**src/rtl/ahb_pkg.sv**
```systemverilog
// Shared AHB-Lite encodings and the stream loader state type.
package ahb_pkg;

   localparam logic [1:0] HTRANS_IDLE   = 2'b00;
   localparam logic [1:0] HTRANS_NONSEQ = 2'b10;

   localparam logic [2:0] HSIZE_BYTE = 3'b000;
   localparam logic [2:0] HSIZE_HALF = 3'b001;
   localparam logic [2:0] HSIZE_WORD = 3'b010;

   typedef enum logic [2:0] {
      IDLE,
      COLLECT,
      ADDR,
      DATA,
      DONE
   } loader_state_t;

endpackage

```
**src/rtl/ahb_stream_loader_packer.sv**
```systemverilog
// Packs an 8-bit valid/ready stream little-endian into 32-bit words; the fourth
// byte is presented combinationally on word_valid together with the first three.
module ahb_stream_loader_packer (
   input  logic        HCLK,
   input  logic        HRESET,
   input  logic        clear,
   input  logic        enable,
   input  logic [7:0]  s_data,
   input  logic        s_valid,
   output logic        s_ready,
   output logic [31:0] word,
   output logic        word_valid,
   input  logic        word_ack
);

   logic [1:0]  byte_idx;
   logic [23:0] lanes;

   // The last byte is only taken when the consumer acknowledges the word.
   assign s_ready    = enable && ((byte_idx != 2'd3) || word_ack);
   assign word_valid = enable && s_valid && (byte_idx == 2'd3);
   assign word       = {s_data, lanes};

   always_ff @(posedge HCLK) begin
      if (HRESET || clear) begin
         byte_idx <= 2'd0;
         lanes    <= 24'd0;
      end else if (s_valid && s_ready) begin
         case (byte_idx)
            2'd0:    lanes[7:0]   <= s_data;
            2'd1:    lanes[15:8]  <= s_data;
            2'd2:    lanes[23:16] <= s_data;
            default: lanes        <= lanes;
         endcase
         byte_idx <= byte_idx + 2'd1;
      end
   end

endmodule

```
**src/rtl/ahb_stream_loader.sv**
```systemverilog
// AHB-Lite write-only boot loader: streams bytes into SRAM as single NONSEQ word writes.
// Optional running checksum output under `AHB_STREAM_LOADER_CHECKSUM_EN.
module ahb_stream_loader
   import ahb_pkg::*;
#(
   parameter logic [31:0] BASE_ADDR = 32'h0000_0000,
   parameter int          LEN_WORDS = 256,
   parameter int          CNT_W     = 16
) (
   input  logic             HCLK,
   input  logic             HRESET,
   input  logic             start,
   input  logic [7:0]       s_data,
   input  logic             s_valid,
   output logic             s_ready,
   output logic [31:0]      HADDR,
   output logic [1:0]       HTRANS,
   output logic             HWRITE,
   output logic [2:0]       HSIZE,
   output logic [31:0]      HWDATA,
   input  logic             HREADY,
   output logic             busy,
   output logic             done,
`ifdef AHB_STREAM_LOADER_CHECKSUM_EN
   output logic [CNT_W-1:0] word_count,
   output logic [31:0]      checksum
`else
   output logic [CNT_W-1:0] word_count
`endif
);

   localparam logic [CNT_W-1:0] LAST_COUNT = CNT_W'(LEN_WORDS - 1);

   loader_state_t state;
   loader_state_t next_state;

   logic        start_ok;
   logic        collecting;
   logic [31:0] packed_word;
   logic        word_valid;
   logic        data_done;

   assign start_ok   = start && ((state == IDLE) || (state == DONE));
   assign collecting = (state == COLLECT);
   assign data_done  = (state == DATA) && HREADY;

   ahb_stream_loader_packer u_packer (
      .HCLK       (HCLK),
      .HRESET     (HRESET),
      .clear      (start_ok),
      .enable     (collecting),
      .s_data     (s_data),
      .s_valid    (s_valid),
      .s_ready    (s_ready),
      .word       (packed_word),
      .word_valid (word_valid),
      .word_ack   (collecting)
   );

   always_ff @(posedge HCLK) begin
      if (HRESET) state <= IDLE;
      else        state <= next_state;
   end

   always_comb begin
      next_state = state;
      case (state)
         IDLE:    if (start) next_state = COLLECT;
         COLLECT: if (word_valid) next_state = ADDR;
         ADDR:    if (HREADY) next_state = DATA;
         DATA:    if (HREADY) next_state = (word_count == LAST_COUNT) ? DONE : COLLECT;
         DONE:    if (start) next_state = COLLECT;
         default: next_state = IDLE;
      endcase
   end

   always_comb begin
      HTRANS = HTRANS_IDLE;
      HWRITE = 1'b0;
      HSIZE  = HSIZE_BYTE;
      busy   = 1'b0;
      done   = 1'b0;
      case (state)
         COLLECT: busy = 1'b1;
         ADDR: begin
            busy   = 1'b1;
            HTRANS = HTRANS_NONSEQ;
            HWRITE = 1'b1;
            HSIZE  = HSIZE_WORD;
         end
         DATA:    busy = 1'b1;
         DONE:    done = 1'b1;
         default: busy = 1'b0;
      endcase
   end

   // Address follows the completed-word count, so it is naturally frozen while ADDR stalls.
   assign HADDR = BASE_ADDR + (32'(word_count) << 2);

   always_ff @(posedge HCLK) begin
      if (HRESET) begin
         word_count <= '0;
         HWDATA     <= 32'd0;
      end else begin
         if (start_ok)       word_count <= '0;
         else if (data_done) word_count <= word_count + 1'b1;
         if (word_valid && collecting) HWDATA <= packed_word;
      end
   end

`ifdef AHB_STREAM_LOADER_CHECKSUM_EN
   always_ff @(posedge HCLK) begin
      if (HRESET)         checksum <= 32'd0;
      else if (start_ok)  checksum <= 32'd0;
      else if (data_done) checksum <= checksum + HWDATA;
   end
`endif

endmodule
```
**config.mk**
```make
export PLATFORM = sky130hd
export DESIGN_NAME = ahb_stream_loader
export DESIGN_NICKNAME = d
export VERILOG_FILES = /design/src/rtl/ahb_pkg.sv /design/src/rtl/ahb_stream_loader_packer.sv /design/src/rtl/ahb_stream_loader.sv
export SDC_FILE = /design/constraint.sdc
export NUM_CORES = 1
export LEC_CHECK = 0
export ABC_AREA = 1
export BUFFER_PORTS_ARGS = -buffer_cell sky130_fd_sc_hd__buf_2
export CAP_MARGIN = 0
export CORE_MARGIN = 1.5
export CORE_UTILIZATION = 55
export CTS_CLUSTER_DIAMETER = 30
export DETAILED_ROUTE_END_ITERATION = 8
export PLACE_DENSITY_LB_ADDON = 0.25
export SYNTH_ARGS = -nofsm -noshare
export SYNTH_HDL_FRONTEND = slang
export SYNTH_SLANG_ARGS = --single-unit
```
**constraint.sdc**
```tcl
create_clock -name HCLK -period 3.4 [get_ports HCLK]
set_clock_uncertainty 0.15 [all_clocks]
set_input_delay 0.68 -clock HCLK [delete_from_list [all_inputs] [get_ports HCLK]]
set_output_delay 0.68 -clock HCLK [all_outputs]
set_load 0.02 [all_outputs]
```
== Word level (Yosys, flattened, before mapping) ==
Index checks and enable logic that the tools add are counted.

* $add $sub $neg: 2
* Equal/unequal tests: 13
* Muxes and demuxes: 11
* Reduce and logical (&&, ||, !) cells: 19

{| class="wikitable"
|+ Operator list
! operator !! count
|-
| 16-bit by 1-bit adder with 16-bit output (second input constant) || 1
|-
| 16-bit by 8-bit equality test with 1-bit output (second input constant) || 1
|-
| 3-bit 2-to-1 mux || 5
|-
| 3-bit case mux with 4 select lines || 1
|-
| 1-bit logical AND || 7
|-
| 3-bit by 2-bit equality test with 1-bit output (second input constant) || 2
|-
| 2-bit != test (second input constant) || 3
|-
| 2-bit AND reduction || 3
|-
| 2-bit equality test (second input constant) || 2
|-
| 2-bit 2-to-1 mux || 2
|-
| 2-bit by 1-bit != test with 1-bit output (second input constant) || 2
|-
| 4-bit AND reduction || 1
|-
| 2-bit OR reduction || 2
|-
| 3-bit by 1-bit equality test with 1-bit output (second input constant) || 1
|-
| 3-bit equality test (second input constant) || 1
|-
| 3-bit logical NOT || 1
|-
| 1-bit logical OR || 3
|-
| 1-bit 2-to-1 mux || 3
|-
| 3-bit OR reduction || 1
|-
| 2-bit by 1-bit adder with 2-bit output (second input constant) || 1
|-
| 2-bit by 1-bit equality test with 1-bit output (second input constant) || 1
|-
| 2-bit logical NOT || 1
|}

* Bits in registers: 77
* Input bits: 13
* Output and inout port bits: 89
* Word-level logic and storage cells: 52

== Depth between registers and ports, before layout ==
Gate-level depths: netlist (run 1).

* Depth after elaboration: 5
* Mapped depth: 10
* Mapped depth without buffers: 9

== By module ==
From an unflattened synthesis (run 1), not the netlist that was laid out.

* Cell total of the unflattened synthesis: 520
* Area, all modules: 3,618.5 µm²

{| class="wikitable"
|+ Modules (own cells, without submodules)
! module !! times used !! cells each !! area each (µm²) !! sequential area each (µm²)
|-
| ahb_stream_loader || 1 || 336 || 2,422.3 || 1,021.0
|-
| ahb_stream_loader_packer || 1 || 184 || 1,196.1 || 520.5
|}

== Worst setup path after synthesis (run 1) ==
No wires, ideal clock.

* Kind: register -> output
* Start: register state[1]
* End: output s_ready
* Data arrival time: 956 ps
* Data required time: 2,570 ps
* Path slack: 1,614 ps
* Cell stages (with the launch flop): 3
* Buffers on the path: 1
* Path through: dfxtp_1 -> buf_4 -> nor3_1

* Cells in the longest elaborated chain, start to end: 3

{| class="wikitable"
|+ RTL lines
! element !! line !! RTL
|-
| from (decl) || ahb_stream_loader.sv:34 || <nowiki>loader_state_t state;</nowiki>
|-
| from (signal assigned) || ahb_stream_loader.sv:62 || <nowiki>else state <= next_state;</nowiki>
|-
| 3-bit by 1-bit equality test with 1-bit output * || ahb_stream_loader.sv:44 || <nowiki>assign collecting = (state == COLLECT);</nowiki>
|-
| 1-bit logical OR || ahb_stream_loader_packer.sv:20 || <nowiki>assign s_ready = enable && ((byte_idx != 2'd3) || word_ack);</nowiki>
|-
| 1-bit logical AND * || ahb_stream_loader_packer.sv:20 ||
|-
| to (decl) || ahb_stream_loader.sv:15 || <nowiki>output logic s_ready,</nowiki>
|}

Every way passes the cells marked *; elsewhere a longest branch is shown, timed or not.

== Worst setup path in the final report (run 1) ==
* Start: register state[0]
* End: output s_ready

Same word-level chain as after synthesis.

==> results by stage, run 1 <==
Run status:
- The flow ran to the end, and the final reports show no timing, DRC or antenna violations.

Power:
- The total power of the final layout is 2.30 mW.
- The internal power component is 1.60 mW.
- In this run switching power makes up 30.4% of total power.
- The analysis attributes to cell leakage a power of 1.73 nW.
- The portion of total power attributed to sequential cells is 42.2%.
- Across the VDD grid, the largest voltage drop is 373 uV.
- The power density relative to cell area is 583 mW/mm^2.
- The fraction of power consumed by combinational cells is 18.7%.
- Per report_power, the clock group accounts for 39.1% of the total.
- The reported net switching power is 700 uW.

Cells and area:
- 0 antenna diodes ended up in the layout.
- The layout filler cell count is 552.
- The area growth from synthesis to layout is 13.2%.
- Of the cells placed in the final design, the portion with a size suffix greater than 1 is 21.2%.
- The final-stage net count is 543.

Floorplan:
- The area enclosed by the die boundary is 0.00682 mm^2.
- The initial standard-cell utilization of the core is 57.8%.
- Pin placement for this block handled 102 I/O pins.
- The floorplan step set the die height to 82.6 um.
- Row generation in the floorplan step produced 28 rows.
- From left edge to right edge, the die measures 82.6 um.
- The total core area is 0.00603 mm^2.

Clock tree:
- The clock reaches the later pin of the worst-skew pair after 0.36 ns.
- Clock-pin slew was measured on the worst setup and hold paths at 0.08 ns.
- The tree is rooted in a clkbuf_8.
- The H-tree was split into 3 levels.
- The clock tree buffer depth is 2.
- The tree built by TritonCTS fans out to 77 sinks.
- TritonCTS built the clock tree.
- The number of clock buffers added by TritonCTS is 9.
- Post-CTS timing repair inserted 0 buffers for setup.
- Hold repair after CTS inserted 0 buffers.
- The post-cts gate resize count is 0.

Timing:
- The number of pins exceeding their max-slew limit in the final report is 0.
- Based on the critical path, the design can be clocked at up to 457 MHz.
- The count of endpoints failing hold in the final timing report is 0.
- The setup-violating endpoint count in the final report is 0.
- Counting I/O delays and the setup requirement, the final critical path takes 2.19 ns.
- The final clock period utilization by the worst path is 64.4%.
- The transition at the pin with the smallest max-transition slack is 1.05 ns.
- Setup repair after global routing left no endpoint under its margin.
- In this run the tightest slew margin relative to its limit is 30.1%.
- Summed over all failing endpoints, the final setup total negative slack is 0 ns.

Setup path:
- Traced cell by cell, the critical path runs through inv_2 > nor3_1 > buf_2.
- Of all nets on the critical path, the largest fanout is 6.
- The data arrival at the endpoint of the critical path is 1.36 ns.
- By startpoint and endpoint, the worst setup path is classified as flop to output pin.
- The endpoint type of the worst setup path is an output pin.
- The worst endpoint required time is 2.57 ns.
- The sum of buffers and inverters on the critical path is 2.
- Grouping stages by cell kind, the critical path spends the most delay in flip-flops.
- The critical path launch point type is a flop.
- The largest single stage delay on the critical path is 0.45 ns.
- The cell with the biggest individual delay on the critical path is dfxtp_1.

Placed design:
- The number of port buffers is 82.
- The HPWL after detailed placement is 5250 um.
- The final weighted congestion of routability-driven global placement is 0.884.

Min path:
- The path class of the tightest hold or removal check is flop to flop.

Logic synthesis:
- The number of distinct library cells after synthesis is 23.
- The xor and xnor fraction of the mapped netlist area is 0%.
- Averaged over all synthesized cells, the footprint is 7.40 um^2.
- Summing the areas of all fa, ha and maj instances in the mapped netlist gives 1.79% of the synthesized area.
- The netlist area before placement is 0.00349 mm^2.
- The post-synthesis simple-gate area fraction is 27.6%.
- Yosys printed 0 warnings.
- The main combinational cell family by area after synthesis is simple AND/OR/NAND/NOR gates.
- The portion of synthesized area spent on multiplexers is 0%.
- The cell count after synthesis came out at 471.
- In this run, synthesis produced a sequential element count of 77.
- Summing the areas of all compound-gate instances in the mapped netlist gives 11.5% of the synthesized area.
- The sequential area share after synthesis is 44.2%.

Drt:
- After detailed routing, the number of remaining DRC violations is 0.
- The total via count in the routed design is 3232.
- In the routed layout, each cell is associated on average with a via count of 5.35.
- The DRC violation total after the first TritonRoute iteration is 232.
- In this run the remaining antenna-violating nets after routing total 0.
- The first-pass iteration count of the detailed router is 5.
- The detailed-route wire length per cell is 13.1 um.
- The routed wire length is 7920 um.

Global routing:
- In the global route stage, overall resource usage came out at 23.2%.
- Global routing finished with a remaining overflow of 0.
- The initial antenna violation count is 0.
- The first global-routing pass estimated 12100 um of wire.
- Entering global routing, the biggest net connects 61 pins.
- The number of global-route vias before repair is 2647.

Job:
- Across the run, the number of max-cap violations was 0.
cells in the mapped netlist:
cell,n,area share (%)
ha_1,5,1.8
buf_4,39,8.4
nor2_4,1,0.32
a21oi_1,69,9.9
a21oi_4,1,0.47
clkinv_1,1,0.11
buf_6,2,0.65
nand3_1,68,9.8
clkbuf_1,11,1.2
buf_2,9,1.3
nand4_1,8,1.4
nand2_1,96,10
o21ai_1,2,0.29
nor2_1,32,3.4
nand2_2,3,0.54
inv_2,3,0.32
nor2_2,3,0.54
conb_1,1,0.11
o21ai_0,6,0.86
inv_1,26,2.8
and3_1,2,0.36
dfxtp_1,77,44
nor3_1,6,0.86
final timing paths:
kind	from	endpoint	slack, ns	cells after the start
max	state[0]	s_ready	1.21	3
min	HWDATA[31]	HWDATA[31]	0.31	2
max reg2reg	state[1]	u_packer.lanes[2]	1.25	5
min reg2reg	HWDATA[31]	HWDATA[31]	0.31	2
cell usage in the layout, fill, tap and decap left out, drive strengths merged, types with 8 or more instances in the layout:
| cell | count |
|---|---|
| clkbuf | 9 |
| buf | 86 |
| o21ai | 8 |
| nand3 | 68 |
| nand4 | 8 |
| inv | 29 |
| dfxtp | 77 |
| conb | 19 |
| nor2 | 36 |
| a21oi | 70 |
| nand2 | 99 |
flip-flops by register name, indices dropped and copies added, names as in the netlist:
| register | flops |
|---|---|
| HWDATA | 32 |
| state | 3 |
| u_packer.byte_idx | 2 |
| u_packer.lanes | 24 |
| word_count | 16 |
power by group through the flow:
stage | logic, mW | clock network [mW] | registers, mW
floorplan | 0.378 | 0 | 0.974
global placement | 0.417 | 0 | 0.990
detailed placement | 0.423 | 0 | 0.991
CTS | 0.424 | 0.908 | 0.970
global route | 0.470 | 0.949 | 0.977
finish | 0.429 | 0.901 | 0.971
area by class of cell:
type,count,area [um^2],area share [%]
Clock buffer,9,124,3.14
Sequential cell,77,1540,39.1
Timing Repair Buffer,86,440,11.2
Tap cell,75,93.8,2.38
Clock inverter,6,136,3.46
Inverter,30,113,2.85
Multi-Input combinational cell,321,1500,38.0
tightest hold or removal path, delay by kind of cell, from the launching register on:
family             cells  cell delay [ns]
AOI/OAI and AO/OA      1             0.05
and+or+nand+nor        1             0.06
DFF                    1             0.31
per-layer routing:
metal	up-vias	wire (um)	track usage [%]
li1	1599	-	-
met1	1475	3680	32.6
met4	0	123	8.50
met3	15	624	5.60
met5	-	0	0
met2	143	3490	34.5
per-stage QoR:
step	instance area (um^2)	utilization [%]	hold slack (ns)	setup slack, ns	cells
4_1_cts	3950	65.5	0.313	1.20	604
3_3_place_gp	3690	61.2	0.296	1.15	589
2_1_floorplan	3550	-	0.289	1.61	489
6_report	3950	65.5	0.308	1.21	604
5_1_grt	3950	65.5	0.325	1.06	604
3_5_place_dp	3690	61.2	0.300	1.12	589
logic make-up after synthesis:
logic type	after synthesis
buffers and inverters	91
adder cells (fa/ha/maj)	5
AO/OA/AOI/OAI	78
flip-flops	77
other	1
AND/OR/NAND/NOR	219
No activity file was read; power rests on OpenSTA's default activity.
==> inputs of run 2 (changes only) <==
--- a/config.mk
+++ b/config.mk
@@ -9,7 +9,7 @@
 export BUFFER_PORTS_ARGS = -buffer_cell sky130_fd_sc_hd__buf_2
 export CAP_MARGIN = 0
 export CORE_MARGIN = 1.5
-export CORE_UTILIZATION = 55
+export CORE_UTILIZATION = 52
 export CTS_CLUSTER_DIAMETER = 30
 export DETAILED_ROUTE_END_ITERATION = 8
 export PLACE_DENSITY_LB_ADDON = 0.25
==> constraint.sdc (replaced) <==
create_clock -name HCLK -period 2.3 [get_ports HCLK]
set_clock_uncertainty 0.15 [all_clocks]
set_input_delay 0.46 -clock HCLK [delete_from_list [all_inputs] [get_ports HCLK]]
set_output_delay 0.46 -clock HCLK [all_outputs]
set_load 0.02 [all_outputs]
==> run 2 against run 1 <==
The run now ends with design-rule violations left. Non-clock buffer count rose by 3. Sequential power increased by 47%. First-iteration DRC count up 15%. Wire length fell by 1.8%. Critical path type unchanged. Critical endpoint unchanged. Largest cell class unchanged. Highest routed layer unchanged.
==> results by stage, run 2 (synthesis results as in run 1) <==
Global routing:
- The number of global-route vias before repair was 2719 (+2.7%).
- The maximum number of pins on one net before global-route repair is 62 (+1.6%).
- The final global-route overflow total is 0 (unchanged).
- The global-route wire length before repair is 12700 um (+5.3%).
- The total global routing track utilization is 22.2% (-1.1 points).
- The initial antenna violation count is 0 (unchanged).

Timing:
- The post-route setup TNS is 0 ns (unchanged).
- The worst hold slack was 0.262 ns (-0.0468 ns).
- Setup repair after global routing left no endpoint under its margin.
- For this run, the top clock speed supported by timing is 530 MHz.
- The number of pins exceeding their max-slew limit in the final report is 0 (unchanged).
- The count of endpoints failing hold in the final timing report came to 0 (unchanged).
- The time the final worst path needs with I/O delays and setup is 1.89 ns.
- In the finished design, the share of the clock period the worst path needs comes to 82.0%.
- The setup-violating endpoint count in the final report was 0 (unchanged).

Clock tree:
- The CTS buffer count is 9 (unchanged).
- The clock tree buffer depth is 2 (unchanged).
- The cell sitting at the root of the clock tree is a clkbuf_8.
- The clock sink count is 77 (unchanged).
- The CTS tree is built.
- The cts-stage hold buffer count was 0 (unchanged).
- The buffer count from post-CTS setup fixing is 0 (unchanged).
- The insertion delay to the later sink of the worst-skew pair is 0.36 ns (about the same).
- The H-tree depth is 3 (unchanged).
- The post-cts gate resize count is 0 (unchanged).
- The clock-pin transition on the worst setup and hold timing paths came to 0.09 ns (about the same).

Drt:
- The detailed-routed wire length on met3 is 538 um (-14%).
- The first-pass iteration count of the detailed router was 7 (+2).
- The DRC violation total after the first TritonRoute iteration is 267 (+15%).
- The highest metal layer used by the detailed router is met4.
- The total via count in the routed design is 3165 (-2.1%).
- The detailed-route DRC error count is 8 (+8).
- The routed wire length was 7780 um (-1.8%).
- The detail-routed via count per cell is 5.19 (-3.0%).
- The detailed-route wire length per cell was 12.8 um (-2.8%).
- The routed length on met2 was 3510 um (+0.31%).
- The residual antenna-violating net count after detailed routing is 0 (unchanged).
- The met1 wire length is 3600 um (-2.1%).

Setup path:
- The worst setup path is captured at an output pin.
- The critical path launch point type is a flop.
- The critical path in this run is classified as flop to output pin.
- The worst endpoint required time is 1.69 ns (-0.88 ns).
- The data arrival at the endpoint of the critical path is 1.28 ns (-0.08 ns).
- The number of cells traversed by the worst register-to-register path is 9 (+4).
- The startpoint of the worst-slack reg-to-reg timing path is state[0].
- In this run the critical register-to-register path is captured at HWDATA[30].
- The highest fanout seen on the critical path is 6 (unchanged).
- The slack of the worst reg-to-reg path is 0.43 ns (-0.82 ns).

Floorplan:
- The count of pins on the block boundary is 102 (unchanged).
- The cell row count is 29 (+3.6%).
- The initial standard-cell utilization of the core was 54.3% (-3.6 points).
- The total core area is 0.00642 mm^2 (+6.6%).
- The area enclosed by the die boundary came to 0.00720 mm^2 (+5.6%).
- The width of the die is 84.9 um (+2.7%).
- The die boundary height is 84.9 um (+2.7%).

Placed design:
- The final weighted congestion of routability-driven global placement is 0.857 (-3.1%).
- The HPWL after detailed placement was 5290 um (+0.91%).
- The number of port buffers is 82 (unchanged).

Job:
- The max-cap check violation count is 0 (unchanged).

Cells and area:
- In the final layout, the registers with the most flip-flops are HWDATA: 32 flops, u_packer.lanes: 24 flops, word_count: 16 flops.
- The fraction of final layout cells sized beyond drive strength 1 was 21.8% (+0.59 points).
- The largest register by flop count is HWDATA.
- The flip-flop and latch area was 0.00154 mm^2 (unchanged).
- The final-stage net count is 546 (+0.55%).
- The utilization after layout is 61.2% (-4.3 points).
- The flip-flop count of the largest register, all copies and words added is 32 (unchanged).
- The relative area change from synthesis to final layout is 12.7%.
- The layout filler cell count is 604 (+9.4%).
- The leading cell type in the layout, fill and taps excluded is nand2_1.
- The library cells used most frequently in the layout, excluding fill and tap cells, are nand2_1, buf_2, dfxtp_1, a21oi_1, nand3_1.
- The count of antenna diodes in the layout is 0 (unchanged).
- The area taken by multi-input logic gates is 0.00150 mm^2 (unchanged).

Min path:
- The worst min-delay path endpoint is u_packer.lanes[18].
- The worst hold path cell count is 3 (+1).
- The worst min-delay path category is primary input to flop.
- The launch instance of the worst min-delay path is s_data[2].

Run status:
- The run finished, with violations left.
- The checks that failed: design-rule violations.

Power:
- The maximum vdd drop was 383 uV (+2.6%).
- The leakage power total is 1.72 nW (-0.17%).
- The power density relative to cell area is 804 mW/mm^2 (+38%).
==> run 2: changes by cell type in the layout (fill, tap and decap cells not counted), sizes merged <==
cell      previous run  this run
buf                 86        89
bufinv               4         1
clkinv               2         4
clkinvlp             1         0
inv                 29        32
==> run 2: worst max-delay path, cell delays in order (launching register included) <==
cell and delay [ns]:
dfxtp_1 0.44, inv_2 0.08, nor3_1 0.19, buf_2 0.21
==> run 2: worst max path at each step <==
stage,startpoint,endpoint,slack (ns),depth (start not counted)
2_1_floorplan,state[1],state[1],0.60,7
3_3_place_gp,word_count[0],word_count[12],0.50,7
3_5_place_dp,state[0],HWDATA[30],0.45,9
4_1_cts,state[0],s_ready,0.39,3
5_1_grt,state[0],HWDATA[23],0.23,9
6_report,state[0],s_ready,0.41,3
==> run 2: final cells by class <==
type | count | area share [%]
Clock buffer | 9 | 3.15
Clock inverter | 7 | 2.07
Inverter | 30 | 2.87
Multi-Input combinational cell | 321 | 38.1
Sequential cell | 77 | 39.2
Tap cell | 77 | 2.45
Timing Repair Buffer | 89 | 12.1
==> run 2: per-layer routing <==
metal,GRT usage [%],vias up
met5,0,-
li1,-,1603
met4,8.94,0
met3,4.57,15
met2,34.0,119
met1,30.7,1428
==> run 2: power breakdown <==
group / total (mW) / leakage, nW / internal [mW] / switching [mW]
Clock: 1.08 / 0.106 / 0.518 / 0.560
Combinational: 0.648 / 0.996 / 0.180 / 0.468
Sequential: 1.43 / 0.621 / 1.38 / 0.0523
Total: 3.16 / 1.72 / 2.08 / 1.08
==> run 2: metrics by stage <==
stage / cells / total power, mW / worst slack, ns / cell area (um^2)
global placement: 594 / 2.09 / 0.504 / 3720
finish: 610 / 3.16 / 0.413 / 3930
CTS: 610 / 3.16 / 0.388 / 3930
floorplan: 489 / 2.00 / 0.604 / 3550
detailed placement: 594 / 2.11 / 0.451 / 3720
global route: 610 / 3.31 / 0.233 / 3930
==> inputs of run 3 (changes only) <==
--- a/config.mk
+++ b/config.mk
@@ -9,7 +9,7 @@
 export BUFFER_PORTS_ARGS = -buffer_cell sky130_fd_sc_hd__buf_2
 export CAP_MARGIN = 0
 export CORE_MARGIN = 1.5
-export CORE_UTILIZATION = 52
+export CORE_UTILIZATION = 47
 export CTS_CLUSTER_DIAMETER = 30
 export DETAILED_ROUTE_END_ITERATION = 8
 export PLACE_DENSITY_LB_ADDON = 0.25
==> constraint.sdc (replaced) <==
create_clock -name HCLK -period 1.6 [get_ports HCLK]
set_clock_uncertainty 0.15 [all_clocks]
set_input_delay 0.32 -clock HCLK [delete_from_list [all_inputs] [get_ports HCLK]]
set_output_delay 0.32 -clock HCLK [all_outputs]
set_load 0.02 [all_outputs]
==> run 3 against run 2 <==
Clock power is 44% higher. Global-route usage is 1.1 points lower. Worst hold slack worse by 0.13 ns. First-iteration DRC count is 30% lower. Register-to-register slack worse by 0.49 ns. Power is 63% higher. Setup slack worse by 0.47 ns. The run ends with negative setup slack left. Combinational power is 140% higher.
==> results by stage, run 3 (synthesis results as in run 1) <==
Run status:
- The run finished, with violations left.
- The checks that failed: negative setup slack.

Floorplan:
- The width of the die is 89.1 um (+5.0%).
- The total core area is 0.00721 mm^2 (+12%).
- The count of pins on the block boundary was 102 (unchanged).
- The cell row count came to 31 (+6.9%).
- The die boundary height is 89.1 um (+5.0%).
- The initial standard-cell utilization of the core came to 48.3% (-6.0 points).
- The area enclosed by the die boundary is 0.00794 mm^2 (+10%).

Drt:
- The first-pass iteration count of the detailed router came to 4 (-3).
- The detailed-route DRC error count is 0 (-8).
- The routed wire length is 8900 um (+14%).
- The DRC violation total after the first TritonRoute iteration is 186 (-30%).
- The routed length on met2 came to 4240 um (+21%).
- The detailed-routed wire length on met3 is 447 um (-17%).
- The met1 wire length came to 4000 um (+11%).
- The residual antenna-violating net count after detailed routing came to 0 (unchanged).
- The highest metal layer used by the detailed router is met4.
- The detail-routed via count per cell is 5.09 (-1.9%).
- The total via count in the routed design is 3369 (+6.4%).
- The detailed-route wire length per cell is 13.4 um (+5.4%).

Setup path:
- The slack of the worst reg-to-reg path is -0.06 ns (-0.49 ns).
- Walking the worst path, the cells encountered are inv_2 > nor2_2 > nand2_2 > nor2_4 > buf_12 > buf_6 > clkbuf_16 > nand3_1 > a21oi_1.
- The highest fanout seen on the critical path came to 17 (+11).
- The longest individual stage delay on the worst path came to 0.36 ns (-0.08 ns).
- The worst endpoint required time is 1.73 ns (+0.04 ns).
- The kind of critical path is flop to flop.
- The cell with the biggest individual delay on the critical path is dfxtp_2.
- In this run the critical register-to-register path is captured at u_packer.lanes[8].
- The number of cells traversed by the worst register-to-register path is 9 (unchanged).
- The worst setup path is captured at a flop.
- The startpoint identified for the worst register-to-register timing path is state[0].
- The critical path launch point type is a flop.
- The endpoint of the most critical setup path is u_packer.lanes[8].
- The data arrival at the endpoint of the critical path is 1.79 ns (+0.51 ns).
- The launching element of the worst setup path is state[0].

Min path:
- The launch instance of the worst min-delay path is s_data[6].
- The tightest min-delay check is of the primary input to flop type.
- The worst hold path cell count is 3 (unchanged).

Cells and area:
- In the layout the commonest cells are nand2_1, buf_2, dfxtp_1, a21oi_1, nand3_1.
- The layout filler cell count was 696 (+15%).
- Counting flops per register, the top entry is HWDATA.
- The utilization after layout is 61.6% (+0.38 points).
- The flip-flop count of the largest register, all copies and words added is 32 (unchanged).
- The area taken by multi-input logic gates is 0.00160 mm^2 (+7.1%).
- The relative area change from synthesis to final layout is 27.4%.
- The count of antenna diodes in the layout was 0 (unchanged).
- The fraction of final layout cells sized beyond drive strength 1 came to 30.6% (+8.8 points).
- The flip-flop and latch area is 0.00155 mm^2 (+0.57%).
- The area of all placed cells without fillers is 0.00444 mm^2 (+13%).
- The final-stage net count is 576 (+5.5%).
- The leading cell type in the layout, fill and taps excluded is nand2_1.
- In the final layout, the registers with the most flip-flops are HWDATA: 32 flops, u_packer.lanes: 24 flops, word_count: 16 flops.

Power:
- The power density relative to cell area was 1160 mW/mm^2 (+44%).
- The reported net switching power is 1.75 mW (+62%).
- The switching part of the total came to 34.2% (-0.044 points).
- The share of total power in the clock network is 30.1% (-4.1 points).
- The fraction of power consumed by combinational cells was 29.7% (+9.2 points).
- The maximum vdd drop was 477 uV (+24%).
- The leakage power total came to 1.94 nW (+12%).
- The portion of total power attributed to sequential cells is 40.1% (-5.2 points).
- The internal power component is 3.38 mW (+63%).

Clock tree:
- The cts-stage hold buffer count is 0 (unchanged).
- The CTS buffer count came to 9 (unchanged).
- The clock tree buffer depth came to 2 (unchanged).
- The clock-pin transition on the worst setup and hold timing paths was 0.09 ns (about the same).
- The CTS tree is built.
- The H-tree depth is 3 (unchanged).
- The insertion delay to the later sink of the worst-skew pair was 0.36 ns (about the same).
- In this run the clock root is driven by a clkbuf_8.
- The clock sink count came to 77 (unchanged).

Timing:
- The setup-violating endpoint count in the final report is 36 (+36).
- The worst hold slack is 0.131 ns (-0.130 ns).
- The time the final worst path needs with I/O delays and setup is 1.66 ns.
- Of the available clock period, the critical path in the final layout requires 104%.
- The post-route setup TNS is -0.768 ns (-0.768 ns).
- The number of pins exceeding their max-slew limit in the final report came to 0 (unchanged).
- The maximum achievable frequency is 602 MHz.
- The setup slack of the critical path after layout is -0.0598 ns (-0.473 ns).
- The count of endpoints failing hold in the final timing report is 0 (unchanged).
- Setup repair after global routing could not meet its margin everywhere.

Placed design:
- The final weighted congestion of routability-driven global placement was 0.944 (+10%).
- The HPWL after detailed placement is 5690 um (+7.5%).
- The number of port buffers is 82 (unchanged).
- The worst setup timing slack at the placement stage is 0.0296 ns (-0.421 ns).
- The post-place instance area is 0.00392 mm^2 (+5.2%).

Global routing:
- The number of global-route vias before repair is 2731 (+0.44%).
- The final global-route overflow total is 0 (unchanged).
- The maximum number of pins on one net before global-route repair is 35 (-44%).
- The global-route wire length before repair is 12900 um (+2.0%).
- The total global routing track utilization is 21.1% (-1.1 points).
- The initial antenna violation count is 0 (unchanged).

Job:
- The max-cap check violation count is 0 (unchanged).
## run 3: per-stage QoR
stage	total power, mW	std cells
2_1_floorplan	2.88	489
3_3_place_gp	3.12	634
3_5_place_dp	3.14	634
4_1_cts	4.88	653
5_1_grt	5.35	662
6_report	5.13	662
## run 3: what timing repair did
| action | in CTS | in global routing |
|---|---|---|
| setup buffers | 3 | 6 |
| setup endpoints to repair | 6 | 79 |
| gates cloned | 0 | 3 |
| pin swaps | 2 | 7 |
| resized for setup | 23 | 26 |
## run 3: per-layer routing
layer | vias up | GRT usage (%)
met5 | - | 0
met4 | 0 | 10.1
met3 | 20 | 3.69
met2 | 122 | 31.4
met1 | 1556 | 29.5
li1 | 1671 | -
## run 3: how the worst min path moves through the flow
stage | to | slack, ns
after floorplan | u_packer.lanes[0] | 0.29
after global placement | HWDATA[7] | 0.30
after detailed placement | HWDATA[10] | 0.30
after CTS | u_packer.lanes[12] | 0.12
after global routing | u_packer.lanes[14] | 0.13
final | u_packer.lanes[14] | 0.13
## run 3: worst max-delay path, delay by kind of cell, from the launching register on
| family | cells | cell delay, ns |
|---|---|---|
| flops | 1 | 0.36 |
| buf+inv | 4 | 0.48 |
| compound gates | 1 | 0.17 |
| simple gates | 4 | 0.44 |
## run 3: layout make-up
cell class | count | share of cell area, %
multi-input combinational | 321 | 36.1
sequential | 77 | 34.9
tap | 99 | 2.79
clock buffer | 9 | 2.79
inverter | 30 | 2.65
clock inverter | 7 | 1.83
timing repair buffer | 119 | 18.9
## run 3: power groups by stage
stage	clock (mW)	sequential, mW	combinational (mW)
after CTS	1.57	2.04	1.27
after global routing	1.65	2.07	1.63
after global placement	0	2.07	1.05
after detailed placement	0	2.08	1.06
final	1.55	2.06	1.53
after floorplan	0	2.07	0.809
